## src/rtl/aes_encr_sequencer.sv

```systemverilog
// ---------------------------------------------------------------------------
// aes_encr_sequencer
//
// Purpose: Sequences one AES encryption through a shared, externally built
// round datapath. It does the initial AddRoundKey itself, then iterates
// rounds 1..NR by feeding its state register to the datapath and presenting
// the matching round-key index to an external key-array mux. The finished
// ciphertext is held until the consumer accepts it.
//
// Configuration macro: AES_SEQ_OVERLAP_EN
//   undefined : a finished block must return to IDLE before the next one is
//               accepted (one block per NR+2 cycles).
//   defined   : a new block may be accepted in the same cycle the previous
//               ciphertext retires (one block per NR+1 cycles).
//
// Parameters:
//   NR  number of AES rounds (1..15)
//   N   block / round-key width in bits
//
// Ports:
//   clk            in   clock, rising edge
//   rst            in   synchronous active-high reset
//   in_valid       in   plaintext offered
//   in_ready       out  plaintext can be accepted
//   in_plaintext   in   plaintext block
//   out_valid      out  ciphertext held
//   out_ready      in   consumer accepts ciphertext
//   out_ciphertext out  ciphertext block
//   rk_idx         out  round-key index for the key-array mux
//   rk_data        in   round key selected by rk_idx (combinational)
//   dp_state_o     out  state fed to the round datapath
//   dp_final_o     out  selects the final-round datapath (no MixColumns)
//   dp_state_i     in   round result with AddRoundKey(rk_data) applied
//   busy           out  high while a block is in RUN or DONE
//   blk_count      out  completed output handshakes, wraps at 16 bits
// ---------------------------------------------------------------------------
module aes_encr_sequencer #(
  parameter int NR = 10,
  parameter int N  = 128
) (
  input  logic         clk,
  input  logic         rst,
  input  logic         in_valid,
  output logic         in_ready,
  input  logic [N-1:0] in_plaintext,
  output logic         out_valid,
  input  logic         out_ready,
  output logic [N-1:0] out_ciphertext,
  output logic [3:0]   rk_idx,
  input  logic [N-1:0] rk_data,
  output logic [N-1:0] dp_state_o,
  output logic         dp_final_o,
  input  logic [N-1:0] dp_state_i,
  output logic         busy,
  output logic [15:0]  blk_count
);

  localparam logic [3:0] LP_NR = 4'(NR);

  typedef enum logic [1:0] {
    IDLE,
    RUN,
    DONE
  } state_t;

  state_t         r_state;
  state_t         w_state_next;
  logic [N-1:0]   r_dp_state;
  logic [N-1:0]   w_dp_state_next;
  logic [3:0]     r_rnd;
  logic [3:0]     w_rnd_next;
  logic [N-1:0]   r_ct;
  logic [N-1:0]   w_ct_next;
  logic [15:0]    r_blk_count;
  logic [15:0]    w_blk_count_next;
  logic           w_load;

  always_comb begin
    w_state_next     = r_state;
    w_dp_state_next  = r_dp_state;
    w_rnd_next       = r_rnd;
    w_ct_next        = r_ct;
    w_blk_count_next = r_blk_count;
    w_load           = 1'b0;
    in_ready         = 1'b0;
    out_valid        = 1'b0;
    rk_idx           = 4'd0;
    dp_final_o       = 1'b0;
    busy             = 1'b0;

    case (r_state)
      IDLE: begin
        in_ready = 1'b1;
        w_load   = in_valid;
      end
      RUN: begin
        busy            = 1'b1;
        rk_idx          = r_rnd;
        dp_final_o      = (r_rnd == LP_NR);
        w_dp_state_next = dp_state_i;
        if (r_rnd == LP_NR) begin
          // Final round result is captured straight into the output holding
          // register so the state register is free for the next block.
          w_ct_next    = dp_state_i;
          w_rnd_next   = 4'd0;
          w_state_next = DONE;
        end else begin
          w_rnd_next = r_rnd + 4'd1;
        end
      end
      DONE: begin
        busy      = 1'b1;
        out_valid = 1'b1;
        if (out_ready) begin
          w_blk_count_next = r_blk_count + 16'd1;
          w_state_next     = IDLE;
        end
`ifdef AES_SEQ_OVERLAP_EN
        // Accept only when the held ciphertext retires in the same cycle,
        // so out_ciphertext is never overwritten while still pending.
        in_ready = out_ready;
        w_load   = in_valid & out_ready;
`endif
      end
      default: begin
        w_state_next = IDLE;
      end
    endcase

    // Block load: rk_idx is 0 in every state that can accept, so rk_data is
    // the initial round key here.
    if (w_load) begin
      w_dp_state_next = in_plaintext ^ rk_data;
      w_rnd_next      = 4'd1;
      w_state_next    = RUN;
    end

    if (rst) begin
      in_ready = 1'b0;
    end
  end

  always_ff @(posedge clk) begin
    if (rst) begin
      r_state     <= IDLE;
      r_dp_state  <= '0;
      r_rnd       <= 4'd0;
      r_ct        <= '0;
      r_blk_count <= 16'd0;
    end else begin
      r_state     <= w_state_next;
      r_dp_state  <= w_dp_state_next;
      r_rnd       <= w_rnd_next;
      r_ct        <= w_ct_next;
      r_blk_count <= w_blk_count_next;
    end
  end

  assign out_ciphertext = r_ct;
  assign dp_state_o     = r_dp_state;
  assign blk_count      = r_blk_count;

endmodule

```

## config.mk

```make
export PLATFORM = sky130hd
export DESIGN_NAME = aes_encr_sequencer
export DESIGN_NICKNAME = d
export VERILOG_FILES = /design/src/rtl/aes_encr_sequencer.sv
export SDC_FILE = /design/constraint.sdc
export NUM_CORES = 1
export LEC_CHECK = 0
export BUFFER_PORTS_ARGS = -buffer_cell sky130_fd_sc_hd__buf_2
export CAP_MARGIN = 10
export CORE_AREA = 2 2 259 261
export DETAILED_ROUTE_END_ITERATION = 12
export DIE_AREA = 0 0 261 263
export PLACE_DENSITY = 0.45
export SETUP_SLACK_MARGIN = 0.02
export SLEW_MARGIN = 20
export SYNTH_ARGS = -nofsm -noshare
export SYNTH_HDL_FRONTEND = slang
export SYNTH_SLANG_ARGS = --single-unit
```

## constraint.sdc

```tcl
create_clock -name clk -period 4.8 [get_ports clk]
set_clock_uncertainty 0.05 [all_clocks]
set_input_delay 0.24 -clock clk [delete_from_list [all_inputs] [get_ports clk]]
set_output_delay 0.24 -clock clk [all_outputs]
set_load 0.1 [all_outputs]
```

==> results of run 1 <==
==> sequential cells by signal, summed over array words and instances (netlist names) <==
register        count
r_rnd               4
r_state             2
dp_state_o        128
out_ciphertext    128
blk_count          16
==> final timing paths <==
kind / startpoint / end / slack [ns] / cells past startpoint
setup / recovery: r_state[1]$_SDFFE_PP0P_ / dp_final_o / 0.94 / 5
hold / removal: in_plaintext[4] / dp_state_o[4]$_SDFFE_PP0P_ / 0.04 / 4
setup reg to reg: r_state[1]$_SDFFE_PP0P_ / out_ciphertext[25]$_SDFFE_PP0P_ / 1.55 / 7
hold reg to reg: out_ciphertext[71]$_SDFFE_PP0P_ / out_ciphertext[71]$_SDFFE_PP0P_ / 0.40 / 2
==> per-layer routing <==
layer,share of wire [%],wire length [um],up-vias
li1,-,-,6635
met1,40,20800,6212
met2,50,25600,456
met3,6.5,3340,101
met4,3.5,1790,2
met5,0.023,12,-
==> worst max-delay path, delay by kind of cell (launching register included) <==
family | cells | cell delay [ns]
flip-flops | 1 | 0.32
adder cells (fa/ha/maj) | 1 | 0.72
buffers and inverters | 3 | 1.34
AND/OR/NAND/NOR | 1 | 0.60
==> report_power, final <==
part / switching, mW / internal [mW]
Clock: 1.02 / 1.71
Combinational: 1.34 / 0.654
Sequential: 0.0663 / 2.43
Total: 2.43 / 4.79
==> cell type report <==
class / count / area [um^2]
diodes: 1 / 2.50
clock buffers: 51 / 1040
clock inverters: 9 / 145
fillers: 6859 / 44500
inverters: 8 / 32.5
multi-input cells: 993 / 6140
flip-flops and latches: 278 / 5570
well taps: 864 / 1080
repair buffers: 1042 / 7120
==> synth_stat cells <==
| cell | n |
|---|---|
| o21ba_2 | 2 |
| nor2b_1 | 5 |
| nand2_1 | 265 |
| nor3_1 | 4 |
| xnor2_1 | 5 |
| nor2_1 | 145 |
| or4_4 | 1 |
| inv_2 | 1 |
| buf_1 | 6 |
| clkbuf_1 | 54 |
| a21boi_0 | 1 |
| inv_1 | 7 |
| buf_2 | 41 |
| nor4_4 | 1 |
| o31a_2 | 2 |
| xor2_1 | 135 |
| o21ai_0 | 4 |
| nand3_1 | 8 |
| dfxtp_1 | 278 |
| nand4_4 | 2 |
| and2_1 | 5 |
| nand2b_1 | 1 |
| nor3b_1 | 1 |
| mux2i_1 | 128 |
| a211oi_1 | 128 |
| a21o_1 | 1 |
| and4_1 | 1 |
| a21oi_1 | 131 |
| a31oi_1 | 1 |
| a31o_2 | 1 |
| and4bb_2 | 1 |
| buf_4 | 2 |
| ha_1 | 4 |
| nor4_1 | 4 |
| mux2_1 | 1 |
| o221a_2 | 2 |
| nand4_1 | 3 |
==> cell families (layout without fill, tap and decap cells) <==
kind of cell,count (synthesis),after routing
fa+ha+maj,4,4
mux,129,129
compound gates,273,273
other cells,0,1
buf+inv,111,1110
simple gates,447,447
flops,278,278
xor+xnor,140,140
==> summary.md, run 1 <==
| Metric | Value |
|---|---|
| Core area | 65600 um^2 |
| Vias in the first global route | about 14000 |
| CTS Buffer Depth | 3 |
| Area Overhead vs Synth | 73.8% |
| Result of the run | finished clean |
| CTS Hold Bufs | around 360 |
| WL final | roughly 52000 um |
| GPL Wtd Cong | 0.855 |
| Placed cell area | 16300 um^2 |
| GR Util met2 | between 20% and 30% |
| Cts repair resizes | 0 |
| Sequential share of the synthesized area | a little under half |
| WP data arrival | 3.57 ns |
| PD cells | 342 nW/um^2 |
| Final worst setup slack | ~0.94 ns |
| Met3 usage | about 3.4% |
| Yosys cell types | 37 |
| Rows | 94 |
| Post-route DRC | 0 |
| First-pass GRT wire length | about 77000 um |
| Largest net degree at the start of global routing | around 150 |
| Leakage | ~9.4 nW |
| Post-layout min period | roughly 3.9 ns |
| Synthesized flop and latch total | 278 |
| Top cells by area, synth | dfxtp_1 46%, mux2i_1 11%, xor2_1 9.7% |
| CTS tree | done |
| Sink Count | ~280 |
| Post-synthesis xor/xnor area fraction | roughly 10% |
| Synth Area in Adders | less than 1% |
| Htree depth | 2 |
| Total Routing Usage GR | between 10 and 15% |
| Starting Density | a little under a fifth |
| CTS Buf Count | 35 |
| Type of the worst min-delay path | in -> reg |
| Relative slew margins | 36.8% |
| Compound-cell area share of the yosys netlist | between 10% and 20% |
| Via count | around 13000 |
| CP cell instances | inv_1, ha_4, nand2_4, inv_4, buf_2 |
| Post-route core utilization | about a third |
| Synth Warn # | 0 |
| Yosys top cell area share | a little under half |
| Dominant cell type by area after synthesis | dfxtp_1 |
| Final setup violation count | 0 |
| Leading cell types in the layout, fill and taps excluded | 666 x buf_2, 363 x dlygate4sd3_1, 278 x dfxtp_1 |
| Total gr overflow | 0 |
| Vias per cell | between 4 and 5 |
| Post-route ant nets | 0 |
| Nets | between 2000 and 3000 |
| Fin. max-slew vios | 0 |
| Post-Layout Cell Count | 3246 |
| CP max-delay cell | ha_4 |
| Proportion of synthesized area in mux cells | 10.6% |
| Avg Cell Area, Syn | 8.79 um^2 |
| GRT busiest layer | met2 |
| Die area | 68600 um^2 |
| Clock tree root buffer cell | clkbuf_16 |
| M1 GR Usage | between 10% and 20% |
| Crit path kind | reg -> out |
| Die H | 263 um |
| Required @ worst endpoint | 4.51 ns |
| Slew at the pin with the worst max-slew slack | around 0.95 ns |
| PnR Total Power | slightly above 7 mW |
| HPWL Detailed | 35500 um |
| Worst hold slack | roughly 0.039 ns |
| Worst-path clk slew | about 0.06 ns |
| Post-Place Cells | 2822 |
| Initial antenna violation count | 4 |
| WL per Instance | about 16 um |
| Cell count after synthesis | between 1000 and 1500 |
| Largest family of logic cells by synthesized area | simple AND/OR/NAND/NOR gates |
| Syn nets | roughly 1800 |
| Max-cap viol count | 0 |
| Worst setup EP type | output pin |
| Post-route setup TNS | 0 ns |
| Peak VDD IR | around 0.00022 V |
| Fmax | 0.259 GHz |
| Worst-Skew Late Latency | roughly 0.52 ns |
| Die W | 261 um |
| Worst-path maximum fanout | 59 |
| Setup Buffers After CTS | 0 |
| Finished Cell Area | roughly 21000 um^2 |
| Startpoint Class | flip-flop |
| Initial DRC Count | 480 |
| Final period util | approximately 80% |
| Final hold vios | 0 |
| CP max stage delay | a little over 0.7 ns |
| Dpl ws | about 1.3 ns |
| Netlist Area Pre-Place | around 12000 um^2 |
| Commonest non-fill, non-tap cell in the layout | buf_2 |
| Synth Area in Simple Gates | 14.9% |
| IO Count | around 670 |
| Port buffer count | around 670 |
| Drt pass-1 iters | 5 |
| RSZ-0062 raised after global routing | no |
| Layout cells sized above 1 | between 30% and 40% |
Note: power is estimated with default switching activity, not from simulation.
==> run 2: changes to the inputs <==
Settings changed: CORE_AREA 2 2 259 261 to 2 2 260 262, DIE_AREA 0 0 261 263 to 0 0 262 264.
Clock period 4.8 ns to 3.6 ns, I/O delays scaled along.
==> run 2 against run 1 <==
Clock-buffer cell count up 2. Worst hold slack better by 0.0024 ns. Cell area rose by 0.69%. Die area is 0.76% higher. First-iteration DRC count grew 4.0%. Critical path depth is 1 higher. Critical path type unchanged. Largest cell class unchanged.
==> summary.md, run 2 (synthesis gave the netlist of run 1 again) <==
| Metric | Value |
|---|---|
| Worst R2R Start | r_state[0]$_SDFFE_PP0P_ |
| Fmax | 0.390 GHz |
| Total gr overflow | 0 |
| Die H | about 260 um |
| Largest net degree at the start of global routing | approximately 130 |
| Rows | 95 |
| Startpoint Class | flip-flop |
| Via count | between 10000 and 15000 |
| Post-layout min period | 2.57 ns |
| Die area | 69200 um^2 |
| Setup crit start | r_state[1]$_SDFFE_PP0P_ |
| HPWL Detailed | approximately 35000 um |
| Result of the run | finished clean |
| Fin. max-slew vios | 0 |
| Setup Buffers After CTS | 0 |
| Clock tree root buffer cell | clkbuf_16 |
| Post-route setup TNS | 0 ns |
| R2r endpoint | dp_state_o[31]$_SDFFE_PP0P_ |
| Worst-path clk slew | 0.06 ns |
| WL final | roughly 51000 um |
| Core area | approximately 67000 um^2 |
| Post-route ant nets | 0 |
| Nets | between 2000 and 3000 |
| GPL Wtd Cong | 0.878 |
| First-pass GRT wire length | 77300 um |
| IO Count | about 670 |
| CTS Buffer Depth | 3 |
| Type of the worst min-delay path | in -> reg |
| Reg2Reg Setup Slack | between 1 and 1.5 ns |
| Slew at the pin with the worst max-slew slack | around 0.97 ns |
| RSZ-0062 raised after global routing | no |
| Layout cells sized above 1 | roughly 31% |
| Initial DRC Count | ~500 |
| WP data arrival | between 2 and 2.5 ns |
| Total Routing Usage GR | 14.1% |
| Area Overhead vs Synth | 75.0% |
| Initial antenna violation count | 1 |
| Leading cell types in the layout, fill and taps excluded | 665 x buf_2, 376 x dlygate4sd3_1, 278 x dfxtp_1 |
| Htree depth | 2 |
| Vias in the first global route | approximately 14000 |
| Die W | approximately 260 um |
| Final period util | a little under three quarters |
| Max-cap viol count | 0 |
| Port buffer count | between 600 and 700 |
| R2R depth | 6 |
| Commonest non-fill, non-tap cell in the layout | buf_2 |
| Leakage | 9.41 nW |
| Critical Path Sink | dp_final_o |
| Starting Density | between 10% and 20% |
| Relative slew margins | between 30 and 40% |
| Post-route DRC | 0 |
| Antenna Diode Count | 0 |
| Required @ worst endpoint | 3.37 ns |
| Final setup violation count | 0 |
| PD cells | about 440 nW/um^2 |
| Post-route core utilization | a little under a third |
| Worst setup EP type | output pin |
| Drt pass-1 iters | 6 |
| Sink Count | around 280 |
| Cts repair resizes | 0 |
| CTS tree | done |
| Worst-path maximum fanout | 67 |
| Peak VDD IR | between 0.0002 and 0.0003 V |
| WL per Instance | about 16 um |
| Crit path kind | reg -> out |
| Worst-Skew Late Latency | between 0.5 and 0.6 ns |
| CTS Buf Count | 34 |
| Vias per cell | between 4 and 5 |
| Final hold vios | 0 |
## run 2: changes by cell type in the layout (fill, tap and decap cells not counted), sizes merged
cell / before / now
clkbuf: 51 / 53
inv: 8 / 9
buf: 679 / 683
bufinv: 4 / 0
clkinv: 5 / 4
diode: 1 / 0
dlygate4sd3: 363 / 376
## run 2: repair_timing
item                       4_1_cts  5_1_grt
hold endpoints to repair       259        0
hold buffers                   376        0
setup endpoints to repair        0        0
## run 2: area by class of cell
type | count | area (um^2)
fillers | 6969 | 45300
flip-flops and latches | 278 | 5570
clock inverters | 5 | 28.8
multi-input cells | 993 | 6140
repair buffers | 1059 | 7360
inverters | 8 | 32.5
clock buffers | 53 | 1050
well taps | 873 | 1090
## run 2: through the flow
stage | hold slack, ns | power, mW | setup WS, ns | cells | area (um^2)
after floorplan | 0.266 | 5.03 | 1.12 | 1382 | 12200
after global placement | 0.383 | 5.64 | 1.40 | 2835 | 16400
after detailed placement | 0.387 | 5.65 | 1.32 | 2835 | 16400
after CTS | 0.0107 | 9.53 | 0.931 | 3269 | 21300
after global routing | 0.0442 | 9.78 | 0.881 | 3269 | 21300
final | 0.0412 | 9.38 | 1.03 | 3269 | 21300
## run 2: critical path, stage by stage (launching register included)
cell and delay [ns]:
dfxtp_1 0.32, inv_1 0.11, ha_4 0.55, nand2_4 0.13, inv_4 0.12, buf_12 0.31, buf_12 0.23
## run 2: power breakdown
group	internal, mW	total, mW	switching, mW	leakage [nW]
combinational	0.895	2.69	1.79	6.59
clock	2.00	3.38	1.37	0.539
sequential	3.23	3.32	0.0866	2.27
total	6.13	9.38	3.25	9.41
## run 2: per-layer routing
metal | part of all wire, % | wire length [um] | vias to the layer above | GRT usage, %
li1 | - | - | 6668 | -
met3 | 6.3 | 3250 | 127 | 3.04
met5 | 0.023 | 12 | - | 0
met4 | 4.3 | 2200 | 2 | 6.58
met2 | 49 | 25000 | 481 | 24.9
met1 | 41 | 20800 | 6352 | 16.0
## run 2: worst min path at each step
stage / start / to / slack (ns) / cells past startpoint
final: rk_data[86] / dp_state_o[86]$_SDFFE_PP0P_ / 0.04 / 4
after global routing: rk_data[100] / dp_state_o[100]$_SDFFE_PP0P_ / 0.04 / 4
after global placement: dp_state_i[47] / out_ciphertext[47]$_SDFFE_PP0P_ / 0.38 / 3
after floorplan: dp_state_i[107] / out_ciphertext[107]$_SDFFE_PP0P_ / 0.27 / 2
after CTS: rk_data[86] / dp_state_o[86]$_SDFFE_PP0P_ / 0.01 / 4
after detailed placement: dp_state_i[21] / out_ciphertext[21]$_SDFFE_PP0P_ / 0.39 / 3
